`src/rtl/insn_stream_reader.sv`:
```
// Consumer side of the instruction stream FIFO: pops bytes and returns 8/16-bit
// little-endian operands to the decoder, tracking the IP and the current instruction length.
module insn_stream_reader (
    input  logic        clk,
    input  logic        reset,
    output logic        fifo_rd_en,
    input  logic [7:0]  fifo_rd_data,
    input  logic        fifo_empty,
    input  logic        flush,
    input  logic [15:0] new_ip,
    input  logic        req_valid,
    input  logic        req_wide,
    output logic        req_ready,
    output logic        resp_valid,
    output logic [15:0] resp_data,
    output logic [15:0] ip,
    input  logic        start_insn,
    output logic [3:0]  insn_len,
    output logic [2:0]  state_dbg
);

    // Handshake: a request transfers on a clock edge where req_valid && req_ready && !flush;
    // req_wide is sampled on that edge. The answer is a one-cycle resp_valid pulse with
    // resp_data, and there is no backpressure on the response side.
    typedef enum logic [2:0] {
        IDLE     = 3'd0,
        FETCH_LO = 3'd1,
        WAIT_LO  = 3'd2,
        FETCH_HI = 3'd3,
        WAIT_HI  = 3'd4,
        RESP     = 3'd5
    } state_t;

    state_t state, state_nxt;
    logic   wide_q;
    logic   accept;
    logic   cap_lo;
    logic   cap_hi;
    logic   capture;

    assign state_dbg = state;
    assign capture   = cap_lo | cap_hi;

    always_comb begin
        state_nxt  = state;
        fifo_rd_en = 1'b0;
        req_ready  = 1'b0;
        accept     = 1'b0;
        cap_lo     = 1'b0;
        cap_hi     = 1'b0;
        case (state)
            IDLE: begin
                req_ready = 1'b1;
                if (req_valid) begin
                    accept = 1'b1;
                    if (!fifo_empty) begin
                        fifo_rd_en = 1'b1;
                        state_nxt  = WAIT_LO;
                    end else begin
                        state_nxt  = FETCH_LO;
                    end
                end
            end
            FETCH_LO: begin
                if (!fifo_empty) begin
                    fifo_rd_en = 1'b1;
                    state_nxt  = WAIT_LO;
                end
            end
            WAIT_LO: begin
                cap_lo = 1'b1;
                if (!wide_q) begin
                    state_nxt = RESP;
                end else if (!fifo_empty) begin
                    fifo_rd_en = 1'b1;
                    state_nxt  = WAIT_HI;
                end else begin
                    state_nxt  = FETCH_HI;
                end
            end
            FETCH_HI: begin
                if (!fifo_empty) begin
                    fifo_rd_en = 1'b1;
                    state_nxt  = WAIT_HI;
                end
            end
            WAIT_HI: begin
                cap_hi    = 1'b1;
                state_nxt = RESP;
            end
            RESP: begin
                state_nxt = IDLE;
            end
            default: begin
                state_nxt = IDLE;
            end
        endcase
        // A flush aborts everything in flight, including a byte landing this cycle.
        if (flush) begin
            state_nxt  = IDLE;
            fifo_rd_en = 1'b0;
            accept     = 1'b0;
            cap_lo     = 1'b0;
            cap_hi     = 1'b0;
        end
    end

    always_ff @(posedge clk or posedge reset) begin
        if (reset) begin
            state      <= IDLE;
            wide_q     <= 1'b0;
            resp_valid <= 1'b0;
            resp_data  <= 16'h0000;
            ip         <= 16'h0000;
            insn_len   <= 4'd0;
        end else begin
            state      <= state_nxt;
            resp_valid <= (state_nxt == RESP);
            if (accept) begin
                wide_q <= req_wide;
            end
            if (cap_lo) begin
                resp_data <= {8'h00, fifo_rd_data};
            end else if (cap_hi) begin
                resp_data[15:8] <= fifo_rd_data;
            end
            if (flush) begin
                ip <= new_ip;
            end else if (capture) begin
                ip <= ip + 16'd1;
            end
            // start_insn marks the first byte of a new instruction when it coincides with a capture.
            if (flush) begin
                insn_len <= 4'd0;
            end else if (start_insn) begin
                insn_len <= capture ? 4'd1 : 4'd0;
            end else if (capture && insn_len != 4'd15) begin
                insn_len <= insn_len + 4'd1;
            end
        end
    end

endmodule
```
`config.mk`:
```
export PLATFORM = sky130hd
export DESIGN_NAME = insn_stream_reader
export DESIGN_NICKNAME = d
export VERILOG_FILES = /design/src/rtl/insn_stream_reader.sv
export SDC_FILE = /design/constraint.sdc
export NUM_CORES = 1
export LEC_CHECK = 0
export CAP_MARGIN = 15
export CORE_MARGIN = 5
export CORE_UTILIZATION = 40
export CTS_BUF_LIST = sky130_fd_sc_hd__clkbuf_16
export DETAILED_ROUTE_END_ITERATION = 16
export DONT_BUFFER_PORTS = 1
export GPL_TIMING_DRIVEN = 0
export PLACE_DENSITY_LB_ADDON = 0.2
export SLEW_MARGIN = 20
export SYNTH_ARGS = -nofsm -noshare
export SYNTH_HDL_FRONTEND = slang
export SYNTH_SLANG_ARGS = --single-unit
```
`constraint.sdc`:
```
create_clock -name clk -period 5.25 [get_ports clk]
set_clock_uncertainty 0.2 [all_clocks]
set_input_delay 0.525 -clock clk [delete_from_list [all_inputs] [get_ports clk]]
set_output_delay 0.525 -clock clk [all_outputs]
set_load 0.01 [all_outputs]
```
==> results of run 1 <==
[synth_stat cells]
cell type	instances
nor2_1	16
o21ai_0	23
nor4_1	7
nor3b_1	4
buf_4	1
nand3b_1	2
ha_1	2
or4_1	1
buf_2	1
nand2b_1	2
a221o_1	1
o22a_1	1
a211o_1	1
nor2b_1	10
o31a_1	2
a211oi_1	1
xor2_1	1
nor4b_2	1
and3_1	1
mux2_2	9
a31oi_1	3
o211ai_1	1
a21boi_0	1
nand3_1	4
o31ai_1	1
a22oi_1	1
mux2i_1	4
nand2_1	25
inv_1	4
clkbuf_1	10
or3b_2	1
a21oi_1	14
xnor2_1	9
a2111oi_0	1
nor3_1	5
or3_1	2
nor4b_1	2
nand4_1	3
or2_2	2
or4b_1	1
dfrtp_1	41
[final timing paths]
check / start / endpoint / slack (ps)
max reg2reg: state_dbg[1] / ip[15] / 2820
min: start_insn / insn_len[3] / 120
max: state_dbg[2] / fifo_rd_en / 2260
min in group asynchronous: reset / resp_data[15] / 540
min reg2reg: resp_data[15] / resp_data[15] / 370
max in group asynchronous: reset / insn_len[3] / 3840
[power by group through the flow]
stage                     sequential (mW)  combinational [mW]  clock, mW
after floorplan                     0.454               0.133          0
after global placement              0.474               0.153          0
after detailed placement            0.475               0.160          0
after CTS                           0.470               0.161      0.347
after global routing                0.480               0.184      0.360
final                               0.468               0.159      0.335
[flip-flops by register name, summed over array words and instances (netlist names)]
register	count
ip	16
wide_q	1
resp_data	16
state_dbg	3
insn_len	4
resp_valid	1
[repair_timing]
item                                    CTS  global route
endpoints found under the setup margin    0             0
hold buffers                              1             0
hold endpoints to repair                 20             0
[layout make-up]
class                   instances  area, um^2
plain buffers                  12       50.05
multi-input cells             165        1021
clock inverters                 3       37.54
well taps                      70       87.58
clock buffers                   5       125.1
inverters                       4       15.01
repair buffers                  2       37.54
fillers                       508        2708
flip-flops and latches         41        1026
[routing by layer]
metal / vias to the layer above / track usage (%) / wire, um
li1: 810 / - / -
met1: 803 / 20.19 / 2202
met2: 45 / 26.52 / 2457
met3: 2 / 6.833 / 516
met4: 0 / 2.941 / 25
met5: - / 0 / 0
[per-stage QoR]
step / area, um^2 / setup slack, ps / hold slack (ps) / utilization [%] / cells
after floorplan: 2112 / 2928 / 327.2 / - / 222
after global placement: 2200 / 2527 / 356.2 / 43.07 / 292
after detailed placement: 2227 / 2535 / 268.4 / 43.61 / 293
after CTS: 2400 / 2225 / 110.1 / 46.99 / 302
after global routing: 2400 / 2023 / 112.7 / 46.99 / 302
final: 2400 / 2260 / 116.5 / 46.99 / 302
[logic make-up (layout without fill, tap and decap cells)]
| family | after synthesis | after routing | synth area share (%) |
|---|---|---|---|
| flops | 41 | 41 | 48.58 |
| fa+ha+maj | 2 | 2 | 1.185 |
| xor+xnor | 10 | 10 | 4.147 |
| mux | 13 | 13 | 6.695 |
| compound gates | 51 | 51 | 13.98 |
| buf+inv | 16 | 26 | 3.080 |
| simple gates | 89 | 89 | 22.33 |
==> reports/qor.yml, run 1 <==
detailed_routing:
  routedWlPerCell_um: 17.23
  drtAntennaViolNets: 0
  detail_route.vias_per_cell: 5.497
  dr.pass1.iters: 4
  via_count: 1660
  dr.first_iter.drc_count: 44
  drc: 0
  routed_wl_mm: 5.202
pwr:
  p_leak_nw: 0.9352
  p_comb_share_pct: 16.5
  seqPwrFrac_pct: 48.7
  ir_worst_vdd_mv: 0.2080
  internal_power_mw: 0.6773
  p_clk_share_pct: 34.8
  power_mw: 0.9621
  power.switching_mw: 0.2847
  powerDensity_nw_per_um2: 400.9
  switching_share_pct: 29.60
min_path:
  hold_depth: 1
  worstHoldPathType: "in -> reg"
global_route:
  grt_pass1_wl_mm: 8.507
  grt_use_total_pct: 16.22
  grt_max_degree: 22
  first_global_vias: 1701
  antenna_found_initial: 0
  overflow: 0
setup_path:
  crit_required_ps: 4530
  crit_family: "buffers and inverters"
  worstSetupPathType: "reg -> out"
  path_max_fanout: 10
  cp.depth: 6
  cp_num_buf_inv: 2
  end_kind: "primary output"
  slowest_delay_ps: 500
  cp_data_arrival_time_ps: 2260
  cp_slowest_cell: "dfrtp_1"
  startpoint_type: "flip-flop"
  worstPathCellList: "clkbuf_1 -> clkbuf_1 -> nor2_1 -> a21oi_1 -> nor2_1 -> nor4_1"
  reg2reg_depth: 6
die:
  fp.dieH_um: 82.67
  num_io_pins: 73
  start_util_pct: 41.35
  fp.coreArea_um2: 5107
  dieWidth_um: 82.67
  row_count: 26
  die_area_um2: 6834
logic_synthesis:
  seq_area_frac_synth_pct: 48.58
  synth_top_area_share_pct: 48.58
  synth_area_leader_cell: "dfrtp_1"
  syn-num-nets: 255
  syn-cell-area_um2: 2112
  syn_inst: 222
  ys_types: 41
  ys_warn_count: 0
  synth.area.top_cells: "dfrtp_1 (49%), o21ai_0 (5.5%), mux2_2 (4.8%)"
  avgSynthCellArea_um2: 9.514
  ys_ff_latch: 41
timing:
  tightest_slew_ps: 964.8
  drv_slew: 0
  hold_violations: 0
  finalCritPeriodShare_pct: 56.95
  fmax_mhz: 334.5
  rsz0062_at_grt: "false"
  max_slew_margin_pct: 35.54
  fin_setup_tns_ps: 0
  setup_viol: 0
  min_period_ps: 2990
clocking:
  clockBufferDepth: 2
  cts_setup_buffers: 0
  htree_num_levels: 2
  cts_made_buffers: 5
  cts.clk_slew.worst_paths_ps: 60
  cts_resized: 0
  clk_latency_ps: 270
  cts_tree: "yes"
  clkSinkCount: 41
  root_buffer: "clkbuf_16"
cells_and_area:
  syn_to_final_growth_pct: 13.63
  layout_common_cells: "dfrtp_1 (41), nand2_1 (25), o21ai_0 (23)"
  diodes: 0
  layout-drive-gt1-share_pct: 9.914
  nNetsFinal: 264
  final_common_cell: "dfrtp_1"
placed_design:
  place_hpwl_mm: 3.831
  io_buffers: 0
  gp_congestion: 0.7290
run_status:
  status: "finished clean"
job:
  max_cap_viol_count: 0
Power figures use the tool's default switching activity.
==> inputs of run 2 (changes only) <==
- clock period: 5.25 -> 2.62 ns (I/O delays scaled with it)
==> run 2 against run 1 <==
Sequential power rose by 100%; power rose by 100%; design area is 11% higher; clock-buffer cell count is the same; highest routed layer unchanged.
==> reports/qor.yml, run 2 (synthesis results as in run 1) <==
die:
  num_io_pins: 73  # unchanged
  fp.dieH_um: 82.67  # unchanged
  start_util_pct: 41.35  # unchanged
  fp.coreArea_um2: 5107  # unchanged
  row_count: 26  # unchanged
  dieWidth_um: 82.67  # unchanged
  die_area_um2: 6834  # unchanged
timing:
  fmax_mhz: 411.1
  finalCritPeriodShare_pct: 92.84
  setup_viol: 0  # unchanged
  max_slew_margin_pct: 34.86  # -0.68 points
  tightest_slew_ps: 974.6  # +9.712 ps
  fin_setup_tns_ps: 0  # unchanged
  drv_slew: 0  # unchanged
  min_period_ps: 2433
  rsz0062_at_grt: "false"
  hold_violations: 0  # unchanged
  hold_ws_ps: 14.62  # -101.9 ps
global_route:
  grt_use_total_pct: 16.38  # +0.16 points
  overflow: 0  # unchanged
  antenna_found_initial: 0  # unchanged
  first_global_vias: 1744  # +2.5%
  grt_pass1_wl_mm: 8.625  # +1.4%
  grt_max_degree: 22  # unchanged
cells_and_area:
  reg_top3: "ip: 16 flops, resp_data: 16 flops, insn_len: 4 flops"
  final_common_cell: "dfrtp_1"
  nNetsFinal: 290  # +9.8%
  layout_common_cells: "dfrtp_1 (41), dlygate4sd3_1 (27), nand2_1 (25)"
  layout-drive-gt1-share_pct: 10.08  # +0.16 points
  fillers: 489  # -3.7%
  syn_to_final_growth_pct: 26.36
  fin_area_um2: 2669  # +11%
  diodes: 0  # unchanged
setup_path:
  reg2reg_depth: 6  # unchanged
  crit_required_ps: 2610  # -1920 ps
  path_max_fanout: 10  # unchanged
  slowest_delay_ps: 520  # +20 ps
  cp_slowest_cell: "or4b_1"
  cp_data_arrival_time_ps: 2420  # +160 ps
  end_kind: "flip-flop"
  startpoint_type: "flip-flop"
  worstSetupPathType: "reg -> reg"
  worstPathCellList: "buf_4 -> xnor2_1 -> or4b_1 -> buf_2 -> or4_1 -> a31oi_1"
detailed_routing:
  routedWlPerCell_um: 16.38  # -4.9%
  detail_route.vias_per_cell: 5.323  # -3.2%
  via_count: 1746  # +5.2%
  dr.first_iter.drc_count: 44  # unchanged
  routed_wl_mm: 5.371  # +3.2%
  dr.pass1.iters: 4  # unchanged
  drtAntennaViolNets: 0  # unchanged
  drc: 0  # unchanged
min_path:
  hold_depth: 2  # +1
  worstHoldPathType: "in -> reg"
clocking:
  cts_made_buffers: 5  # unchanged
  htree_num_levels: 2  # unchanged
  cts_setup_buffers: 0  # unchanged
  cts_tree: "yes"
  clockBufferDepth: 2  # unchanged
  clkSinkCount: 41  # unchanged
  cts.clk_slew.worst_paths_ps: 60  # about the same
  root_buffer: "clkbuf_16"
  clk_latency_ps: 270  # about the same
placed_design:
  dpl_cell_area_um2: 2227  # unchanged
  gp_congestion: 0.7290  # unchanged
  place_hpwl_mm: 3.831  # unchanged
  io_buffers: 0  # unchanged
pwr:
  powerDensity_nw_per_um2: 738.3  # +84%
  p_leak_nw: 1.051  # +12%
  ir_worst_vdd_mv: 0.4176  # +100%
  power_mw: 1.971  # +100%
job:
  max_cap_viol_count: 0  # unchanged
run_status:
  status: "finished clean"
[run 2: area by class of cell]
type / instances / area, um^2 / area share [%]
Buffer: 12 / 52.55 / 1.969
Clock buffer: 5 / 125.1 / 4.688
Clock inverter: 3 / 37.54 / 1.406
Inverter: 4 / 15.01 / 0.5626
Multi-Input combinational cell: 165 / 1027 / 38.49
Sequential cell: 41 / 1026 / 38.44
Tap cell: 70 / 87.58 / 3.282
Timing Repair Buffer: 28 / 297.8 / 11.16
[run 2: worst paths after layout]
check / from / to / slack, ps
worst max-delay path: state_dbg[1] / ip[15] / 190
worst min-delay path: start_insn / insn_len[0] / 10
worst max register to register: state_dbg[1] / ip[15] / 190
worst min register to register: resp_data[8] / resp_data[8] / 380
max in group asynchronous: reset / ip[6] / 1470
min in group asynchronous: reset / resp_data[15] / 280
[run 2: report_power, final]
part	total (mW)	leakage [nW]	switching, mW	internal, mW
Sequential	0.939	0.483	0.181	0.758
Combinational	0.356	0.485	0.173	0.184
Clock	0.676	0.0826	0.233	0.443
Total	1.97	1.05	0.586	1.38
[run 2: repair_timing]
| item | in CTS | in global routing |
|---|---|---|
| hold endpoints to repair | 56 | 0 |
| hold buffers | 27 | 0 |
| endpoints found under the setup margin | 1 | 2 |
| gates resized for setup | 1 | 4 |
[run 2: worst max-delay path: cells and delay by family (launching register included)]
kind,cells,cell delay (ps)
buffers and inverters,2,370
and+or+nand+nor,2,990
xor gates and xnor gates,1,160
DFF,1,430
AOI/OAI and AO/OA,1,190
[run 2: through the flow]
step | std cells | util (%) | setup slack, ps
floorplan | 222 | - | 364.9
global placement | 292 | 43.07 | 160.4
detailed placement | 293 | 43.61 | 159.8
CTS | 328 | 52.20 | 7.477
global route | 328 | 52.25 | 67.39
finish | 328 | 52.25 | 187.5
[run 2: metal layers]
metal	wire, um	share of wire [%]	up-vias	track usage, %
met2	2515	47	48	27.24
met3	487	9.1	2	6.399
met1	2342	44	835	20.32
met4	25	0.47	0	2.941
li1	-	-	861	-
met5	0	0	-	0
==> inputs of run 3 (changes only) <==
- SKIP_LAST_GASP: default -> 1
- clock period: 2.62 -> 2.8 ns (I/O delays scaled with it)
==> run 3 against run 2 <==
Design area about the same; utilization hardly changed; global-route usage up 0.23 points; clock power shrank 6.8%; combinational power is 7.0% lower; setup slack gained 78 ps.
==> reports/qor.yml, run 3 (synthesis results as in run 1) <==
detailed_routing:
  drtAntennaViolNets: 0  # unchanged
  detail_route.vias_per_cell: 5.348  # +0.46%
  routed_wl_mm: 5.409  # +0.71%
  via_count: 1754  # +0.46%
  routedWlPerCell_um: 16.49  # +0.71%
  dr.pass1.iters: 4  # unchanged
  dr.first_iter.drc_count: 35  # -20%
  drc: 0  # unchanged
timing:
  tightest_slew_ps: 967.8  # -6.781 ps
  fin_setup_tns_ps: 0  # unchanged
  setup_viol: 0  # unchanged
  finalCritPeriodShare_pct: 90.51
  fmax_mhz: 394.6
  drv_slew: 0  # unchanged
  layout_setup_ws_ps: 265.8  # +78.30 ps
  hold_violations: 0  # unchanged
  rsz0062_at_grt: "false"
  max_slew_margin_pct: 35.34  # +0.48 points
  min_period_ps: 2534
clocking:
  clockBufferDepth: 2  # unchanged
  clkSinkCount: 41  # unchanged
  cts.clk_slew.worst_paths_ps: 60  # about the same
  clk_latency_ps: 270  # about the same
  cts_made_buffers: 5  # unchanged
  root_buffer: "clkbuf_16"
  htree_num_levels: 2  # unchanged
  cts_tree: "yes"
die:
  row_count: 26  # unchanged
  dieWidth_um: 82.67  # unchanged
  die_area_um2: 6834  # unchanged
  fp.dieH_um: 82.67  # unchanged
  start_util_pct: 41.35  # unchanged
  fp.coreArea_um2: 5107  # unchanged
  num_io_pins: 73  # unchanged
cells_and_area:
  nNetsFinal: 290  # unchanged
  layout_common_cells: "dfrtp_1 (41), dlygate4sd3_1 (27), nand2_1 (25)"
  syn_to_final_growth_pct: 26.30  # about the same
  multiInputGateArea_um2: 1027  # unchanged
  seq_area_um2: 1026  # unchanged
  final_common_cell: "dfrtp_1"
  fin_area_um2: 2668  # about the same
  diodes: 0  # unchanged
  reg_top3: "ip: 16 flops, resp_data: 16 flops, insn_len: 4 flops"
  fillers: 490  # +0.20%
  layout-drive-gt1-share_pct: 9.690  # -0.39 points
pwr:
  power.switching_mw: 0.5453  # -7.0%
  switching_share_pct: 29.64  # -0.12 points
  internal_power_mw: 1.295  # -6.5%
  ir_worst_vdd_mv: 0.3913  # -6.3%
  powerDensity_nw_per_um2: 689.8  # -6.6%
  p_clk_share_pct: 34.3  # about the same
  p_leak_nw: 1.048  # -0.32%
  seqPwrFrac_pct: 47.8  # +0.2 points
  p_comb_share_pct: 18.0  # about the same
min_path:
  worstHoldPathType: "in -> reg"
setup_path:
  crit_required_ps: 2320  # -290 ps
  path_max_fanout: 10  # unchanged
  end_kind: "primary output"
  cp_data_arrival_time_ps: 2050  # -370 ps
  worstSetupPathType: "reg -> out"
  startpoint_type: "flip-flop"
global_route:
  met1_usage_pct: 20.46  # +0.14 points
  overflow: 0  # unchanged
  busiest_layer: "met2"
  grt_max_degree: 22  # unchanged
  grt_use_total_pct: 16.61  # +0.23 points
  use_met2_pct: 27.72  # +0.48 points
  antenna_found_initial: 0  # unchanged
  met3_usage_pct: 6.616  # +0.22 points
  grt_pass1_wl_mm: 8.735  # +1.3%
  first_global_vias: 1780  # +2.1%
placed_design:
  dpl_cell_area_um2: 2227  # unchanged
  place_ws_ps: 329.8  # +170.0 ps
  io_buffers: 0  # unchanged
  gp_congestion: 0.7290  # unchanged
  place_hpwl_mm: 3.831  # unchanged
job:
  max_cap_viol_count: 0  # unchanged
run_status:
  status: "finished clean"
==> run 3: worst paths after layout <==
check                                     start            end  slack [ps]  cells past startpoint
worst max-delay path               state_dbg[2]     fifo_rd_en         270                      6
worst min-delay path            fifo_rd_data[0]   resp_data[8]           7                      2
worst max register to register     state_dbg[1]         ip[15]         360                      6
worst min register to register     resp_data[8]   resp_data[8]         380                      2
max in group asynchronous                 reset          ip[5]        1630                      3
min in group asynchronous                 reset  resp_data[15]         300                      2
==> run 3: power by group through the flow <==
stage	Sequential, mW	Clock, mW	Combinational (mW)
after floorplan	0.851	0	0.249
after global placement	0.888	0	0.288
after detailed placement	0.890	0	0.301
after CTS	0.881	0.650	0.332
after global routing	0.902	0.674	0.377
final	0.879	0.630	0.331
==> run 3: through the flow <==
step / instances / util (%) / power, mW / hold WS [ps]
after floorplan: 222 / - / 1.101 / 150.6
after global placement: 292 / 43.07 / 1.176 / 151.7
after detailed placement: 293 / 43.61 / 1.191 / 23.37
after CTS: 328 / 52.08 / 1.863 / 2.911
after global routing: 328 / 52.23 / 1.953 / 8.386
final: 328 / 52.23 / 1.840 / 7.266
==> run 3: timing repair <==
action                                 CTS  global route
hold buffers                            27             0
setup buffers                            0             0
setup endpoints to repair                0             1
endpoints found under the hold margin   50             0
gates resized for setup                  0             3
==> run 3: critical path, stage by stage, from the launching register on <==
cell	delay (ps)
dfrtp_1	490
clkbuf_1	390
clkbuf_2	310
nor2_1	70
a21oi_1	140
nor2_1	60
nor4_2	310
==> run 3: layout make-up <==
class / count / area share (%)
Buffer: 12 / 1.923
Multi-Input combinational cell: 165 / 38.51
Clock buffer: 5 / 4.690
Tap cell: 70 / 3.283
Clock inverter: 3 / 1.407
Timing Repair Buffer: 28 / 11.16
Sequential cell: 41 / 38.46
Inverter: 4 / 0.5629
==> run 3: layer usage <==
metal,part of all wire [%],vias up
li1,-,864
met1,44,838
met2,47,50
met3,9.1,2
met4,0.28,0
met5,0,-
